**config.mk**
```make
export PLATFORM = sky130hd
export DESIGN_NAME = reg_write_arbiter
export DESIGN_NICKNAME = d
export VERILOG_FILES = /design/src/rtl/reg_write_arbiter.sv
export SDC_FILE = /design/constraint.sdc
export NUM_CORES = 1
export LEC_CHECK = 0
export ABC_AREA = 1
export CAP_MARGIN = 10
export CELL_PAD_IN_SITES_DETAIL_PLACEMENT = 1
export CELL_PAD_IN_SITES_GLOBAL_PLACEMENT = 2
export CORE_MARGIN = 2
export CORE_UTILIZATION = 21
export CTS_BUF_LIST = sky130_fd_sc_hd__clkbuf_16
export CTS_CLUSTER_DIAMETER = 120
export DETAILED_ROUTE_END_ITERATION = 8
export PLACE_DENSITY_LB_ADDON = 0.1
export SLEW_MARGIN = 20
export SYNTH_ARGS = -nofsm -noshare
export SYNTH_HDL_FRONTEND = slang
export SYNTH_SLANG_ARGS = --single-unit
```
**constraint.sdc**
```tcl
create_clock -name clk -period 1.2 [get_ports clk]
set_input_delay 0.18 -clock clk [delete_from_list [all_inputs] [get_ports clk]]
set_output_delay 0.18 -clock clk [all_outputs]
set_load 0.1 [all_outputs]
```
**src/rtl/reg_write_arbiter.sv**
```systemverilog
// Round-robin write arbiter for the OPL3 register file: two requesters, one-cycle
// write strobe, then a fixed recovery window before the next grant.
module reg_write_arbiter #(
  parameter int ADDR_WIDTH = 8,
  parameter int DATA_WIDTH = 8,
  parameter int WRITE_GAP  = 32
) (
  input  logic                  clk,
  input  logic                  reset_n,
  input  logic                  req0_valid,
  output logic                  req0_ready,
  input  logic                  req0_bank,
  input  logic [ADDR_WIDTH-1:0] req0_address,
  input  logic [DATA_WIDTH-1:0] req0_data,
  input  logic                  req1_valid,
  output logic                  req1_ready,
  input  logic                  req1_bank,
  input  logic [ADDR_WIDTH-1:0] req1_address,
  input  logic [DATA_WIDTH-1:0] req1_data,
  output logic                  wr,
  output logic                  bank_select,
  output logic [ADDR_WIDTH-1:0] address,
  output logic [DATA_WIDTH-1:0] wr_data,
  output logic                  busy,
  output logic                  last_grant,
  output logic [1:0]            dbg_state
);

  localparam logic [1:0] IDLE  = 2'd0;
  localparam logic [1:0] WRITE = 2'd1;
  localparam logic [1:0] HOLD  = 2'd2;

  localparam int CNT_W = $clog2(WRITE_GAP);
  localparam logic [CNT_W-1:0] GAP_LOAD = CNT_W'(WRITE_GAP - 2);
  localparam logic [CNT_W-1:0] CNT_ONE  = CNT_W'(1);

  logic [1:0]            state_q, state_d;
  logic [CNT_W-1:0]      cnt_q, cnt_d;
  logic                  ptr_q, ptr_d;
  logic                  bank_q, bank_d;
  logic [ADDR_WIDTH-1:0] addr_q, addr_d;
  logic [DATA_WIDTH-1:0] data_q, data_d;
  logic                  last_q, last_d;
  logic                  can_grant;

  // Handshake: a transfer happens in a cycle where reqi_valid && reqi_ready.
  // Ready depends on valid; requesters hold valid and payload until ready.
  // The reset_n term keeps both readies low while reset is asserted.
  always_comb begin
    can_grant  = reset_n && (state_q == IDLE);
    req0_ready = can_grant && req0_valid && (!ptr_q || !req1_valid);
    req1_ready = can_grant && req1_valid && (ptr_q || !req0_valid);
  end

  always_comb begin
    state_d = state_q;
    cnt_d   = cnt_q;
    ptr_d   = ptr_q;
    bank_d  = bank_q;
    addr_d  = addr_q;
    data_d  = data_q;
    last_d  = last_q;
    case (state_q)
      IDLE: begin
        if (req0_ready) begin
          state_d = WRITE;
          bank_d  = req0_bank;
          addr_d  = req0_address;
          data_d  = req0_data;
          last_d  = 1'b0;
          ptr_d   = 1'b1;
        end else if (req1_ready) begin
          state_d = WRITE;
          bank_d  = req1_bank;
          addr_d  = req1_address;
          data_d  = req1_data;
          last_d  = 1'b1;
          ptr_d   = 1'b0;
        end
      end
      WRITE: begin
        cnt_d   = GAP_LOAD;
        state_d = HOLD;
      end
      HOLD: begin
        // Counter reaching zero ends the recovery window: HOLD spans WRITE_GAP-1 cycles.
        if (cnt_q == '0) state_d = IDLE;
        else             cnt_d   = cnt_q - CNT_ONE;
      end
      default: state_d = IDLE;
    endcase
  end

  always_ff @(posedge clk) begin
    if (!reset_n) begin
      state_q <= IDLE;
      cnt_q   <= '0;
      ptr_q   <= 1'b0;
      bank_q  <= 1'b0;
      addr_q  <= '0;
      data_q  <= '0;
      last_q  <= 1'b0;
    end else begin
      state_q <= state_d;
      cnt_q   <= cnt_d;
      ptr_q   <= ptr_d;
      bank_q  <= bank_d;
      addr_q  <= addr_d;
      data_q  <= data_d;
      last_q  <= last_d;
    end
  end

  always_comb begin
    wr          = (state_q == WRITE);
    busy        = (state_q != IDLE);
    bank_select = bank_q;
    address     = addr_q;
    wr_data     = data_q;
    last_grant  = last_q;
    dbg_state   = state_q;
  end

endmodule
```
### After elaboration in Yosys (flattened, before gate mapping)

Cells that the tools add are included.

* output and inout port bits: 24
* word-level logic and storage cells: 47
* input bits: 38
* register bits: 26

* reductions and logical operators: 18
* $add $sub $neg: 1
* mux-type cells: 16
* equality and inequality tests: 5

Operators with widths (number)
* 8-bit 2-to-1 mux: 4
* 5-bit one-hot mux with 2 select lines: 1
* 1-bit 2-to-1 mux: 6
* 2-bit 2-to-1 mux: 3
* 2-bit one-hot mux with 3 select lines: 1
* 2-bit AND reduction: 3
* 2-bit nonzero test: 3
* 1-bit logical AND: 5
* 5-bit zero test: 1
* 5-bit 2-to-1 mux: 1
* 5-bit by 1-bit subtractor with 5-bit output (second input constant): 1
* 2-bit inequality test (second input constant): 2
* 1-bit zero test: 3
* 3-bit inequality test (second input constant): 1
* 2-bit by 1-bit == test with 1-bit output (second input constant): 1
* 2-bit == test (second input constant): 1
* 2-bit zero test: 1
* 1-bit logical OR: 2

### Longest topological paths before layout

Gate-level depths: netlist of the first run.

* depth in word-level cells: 7
* depth in mapped cells: 7

### Worst setup path before layout of the first run

No wires, ideal clock.

* kind: register to register
* start: register state_q[1] (netlist: dbg_state[1])
* end: register last_q (netlist: last_grant)
* period minus slack after synthesis: 2.466 ns
* path slack: -1.266 ns
* data arrival time: 2.346 ns
* cell stages (with the launch flop): 6
* setup time: 0.121 ns
* data required time: 1.079 ns
* cell sequence: dfxtp_1 > nor2_4 > nand4_2 > clkinv_1 > a21oi_1 > nor2_1

* cells in the longest elaborated chain, start to end: 6
* elaborated cells on any way between the ends: 9
* those cells by class: mux (1); reduce/logical (8)

Ends and longest elaborated chain
* from (decl): RTL line 37 `logic [1:0] state_q, state_d;`
* from (signal assigned): RTL line 104 `state_q <= state_d;`
* 2-bit zero test: RTL line 50 `can_grant = reset_n && (state_q == IDLE);`
* 1-bit logical AND: RTL line 50
* 1-bit logical AND (2 in a row): RTL line 52 `req1_ready = can_grant && req1_valid && (ptr_q || !req0_valid);`
* net req1_ready: RTL line 16 `output logic req1_ready,`
* 2-bit nonzero test (no source line)
* 2-bit AND reduction (no source line)
* to (signal assigned): RTL line 110 `last_q <= last_d;`
* to (decl): RTL line 43 `logic last_q, last_d;`

The timed path passes the listed nets, and every way through them passes these cells.
A chain may end at the register's enable or synchronous reset.

### Final worst setup path of the first run

* start: register state_q[1] (netlist: dbg_state[1])
* end: output port req0_ready

* cells in the longest elaborated chain, start to end: 4

Ends and longest elaborated chain
* 2-bit zero test: RTL line 50
* 1-bit logical AND: RTL line 50
* 1-bit logical AND (2 in a row): RTL line 51 `req0_ready = can_grant && req0_valid && (!ptr_q || !req1_valid);`
* to (decl): RTL line 11 `output logic req0_ready,`

No other way between the ends.

==> results of run 1 <==
-- timing repair --
action | in CTS | in global routing
buffers inserted | 9 | 5
gates resized for setup | 17 | 49
cloned | 0 | 0
pin swaps | 5 | 15
hold endpoints to repair | 0 | 0
endpoints found under the setup margin | 28 | 30
-- routing by layer --
layer,global-route usage (%),wire length (microns),part of all wire [%]
met5,0,0,0
met2,23.25,2702,52
met3,2.012,197,3.8
met1,15.49,2226,43
met4,4.615,78,1.5
-- flip-flops by register name, indices dropped and copies added (netlist names) --
signal	cells
ptr_q	1
last_grant	1
address	8
dbg_state	2
bank_select	1
wr_data	8
cnt_q	5
-- synthesized netlist by cell type, types with 2 or more instances --
library cell	n	share of area, %
a21oi_1	13	4.2
nand3_2	17	11
buf_6	2	1.4
dfxtp_1	26	33
nor2_1	6	1.4
inv_1	27	6.5
o21ai_0	2	0.64
o21bai_1	17	8.2
nand2_4	2	1.4
nand3_1	22	7.1
nand3b_1	2	0.97
a21oi_2	9	5.1
nand2_1	30	7.2
buf_4	2	0.97
-- cell type report --
type | count | area share (%)
inverter | 29 | 4.198
multi-input combinational | 127 | 31.92
clock buffer | 3 | 2.376
tap | 99 | 3.921
timing repair buffer | 105 | 40.36
sequential | 26 | 17.11
clock inverter | 1 | 0.1188
-- worst min-delay path, delay by kind of cell --
family / cells / cell delay, ns
simple gates: 2 / 0.11
buf+inv: 3 / 0.36
-- cells by family (layout without fill, tap and decap cells) --
group                      count (synthesis)  after routing
buffers and inverters                     38            138
AOI/OAI and AO/OA                         43             43
DFF                                       26             26
adders and majority gates                  1              1
and+or+nand+nor                           83             83
-- per-stage QoR --
stage / worst slack, ns / area [sq um]
final: -0.2620 / 3159
after global placement: -0.3131 / 2718
after detailed placement: -0.3656 / 2718
after floorplan: -0.2659 / 1588
after global routing: -0.3029 / 3159
after CTS: -0.2771 / 2915
-- report_power, final --
group	switching (W)	internal [W]	leakage [nW]
clock	0.000330	0.000448	0.0385
combinational	0.00111	0.000834	1.01
sequential	0.0000896	0.000961	0.218
-- path summary, 6_finish.rpt --
kind / startpoint / endpoint / slack (ns) / cells past startpoint
worst min register to register: cnt_q[0]$_SDFFE_PN0P_ / cnt_q[0]$_SDFFE_PN0P_ / 0.42 / 1
worst max register to register: dbg_state[1]$_SDFFE_PN0P_ / address[6]$_SDFFE_PN0P_ / -0.21 / 7
worst min-delay path: reset_n / ptr_q$_SDFFE_PN0P_ / 0.41 / 5
worst max-delay path: dbg_state[1]$_SDFFE_PN0P_ / req0_ready / -0.26 / 5
-- layout by cell type (no fill, tap or decap), types with 3 or more instances in the layout --
cell type | netlist | final
clkdlybuf4s50_1 | 0 | 34
buf_12 | 1 | 27
buf_4 | 2 | 26
nand3_2 | 17 | 25
nand2_1 | 30 | 24
inv_1 | 27 | 22
a21oi_2 | 9 | 17
buf_6 | 2 | 15
nand3_1 | 22 | 14
dfxtp_1 | 26 | 14
o21bai_1 | 17 | 13
dfxtp_2 | 0 | 10
a21oi_1 | 13 | 5
nand2_2 | 1 | 4
nand2_4 | 2 | 4
o21bai_4 | 0 | 4
nor2_1 | 6 | 4
nor2_4 | 1 | 3
inv_2 | 0 | 3
clkbuf_16 | 0 | 3
==> run metrics, run 1 <==
status finished, violations left; failing checks setup timing; input/output buffers 61; Fmax between 600 and 700 MHz; Detailed Route Iter0 Violations 25; Synth Area in Adders less than 1%; CP peak stage delay 0.35 ns; CTS tree yes; Bufs and invs on worst path 2; Total GRT Usage about an eighth; Setup violations, final 23; average size of a mapped cell 8.136 sq um; fin util a little over two fifths; Die Span Y between 90 and 100 microns; crit path max fanout 3; die area 8104 sq um; area occupied by multi-input gates 1008 sq um; relative slew slack 84.50%; #FFs+latches synth 26; largest family of logic cells by synthesized area simple AND/OR/NAND/NOR gates; worst setup path category register to output pin; # diodes 0; pin count of the biggest net entering global routing 20; final cell count without fillers 390; Core ar. 7214 sq um; vias post-DR 1629; placed cells 372; final WL 5.204 mm; max cap viols 0; first-pass GRT wire length 8.473 mm; Crit path top cell by count buf_12; Root Buffer clkbuf_16; iteration count of the initial detailed-routing pass 4; H-tree depth 1; Ys Warns 0; CTS Sinks 26; Startpoint Class register; total design power around 0.0038 W; final clock skew around 0.0021 ns; Cell Chain, Critical Path nor2_4 -> nand2_4 -> nor2_8 -> buf_12 -> buf_12; compound-cell area share of the yosys netlist 19.48%; CP max-delay cell dfxtp_4; Setup TNS -3.911 ns; Residual DRC 0; register area share after synthesis between 30% and 40%; CTS Buffer Depth 2; crit path DAT 1.28 ns; Min-Delay Path Class input port to register; per-cell routed wire length 13.34 microns; clock-pin slew of the registers on the worst-case setup and hold paths 0.07 ns; XOR/XNOR Fraction of Synth Area 0%; RSZ-0062 raised after global routing yes; number of synthesized flops with an enable pin 0; CP Data Required Time 1.02 ns; gpl congestion 0.7336; area grow syn2layout 103.3%; Synth cell types 28; initial antenna violation count 0; ys async rst share 0%; CP top delay family simple AND/OR/NAND/NOR gates; Initial Utilization 21.54%; share of layout cells above drive strength 1 52.23%; Die W around 90 microns; Storage cell area between 500 and 600 sq um; via/cell ratio 4.177; Worst setup EP type output pin; Detail Placement HPWL 3.803 mm; CTS Hold Bufs 0; Ports 62; fin nets 331; static leakage 1.269 nW; syn_nets 230; Period minus WS final 1.462 ns; # rows 31; FILL cells 821; Max IR drop VDD 0.5133 mV; Power Density 1193 nW/um^2; ANT nets after route 0; post-synthesis mux area share 0%; Synth Flop Type dfxtp_1; final count of hold timing violations 0; Num CTS Buffers 3; Worst-Margin Slew 0.2320 ns; hold slack 0.4135 ns; Pins Over Slew Limit 0; vias in the first global route 1719; grt total ovfl 0; synthesized instance count 191; mapped cell area 1554 sq um; Simple-Gate Fraction of Synth Area 32.37%; Skew-Pair Late Insertion Delay 0.26 ns; period utilization 121.8%; Final WS setup -0.2620 ns
(Power assumes the default switching activity.)
==> run 2: changes to the inputs <==
--- a/config.mk
+++ b/config.mk
@@ -12,7 +12,7 @@
 export CORE_MARGIN = 2
 export CORE_UTILIZATION = 21
 export CTS_BUF_LIST = sky130_fd_sc_hd__clkbuf_16
-export CTS_CLUSTER_DIAMETER = 120
+export CTS_CLUSTER_DIAMETER = 30
 export DETAILED_ROUTE_END_ITERATION = 8
 export PLACE_DENSITY_LB_ADDON = 0.1
 export SLEW_MARGIN = 20
==> results of run 2 <==
Final layout, timing and power as in run 1 (identical DEF).
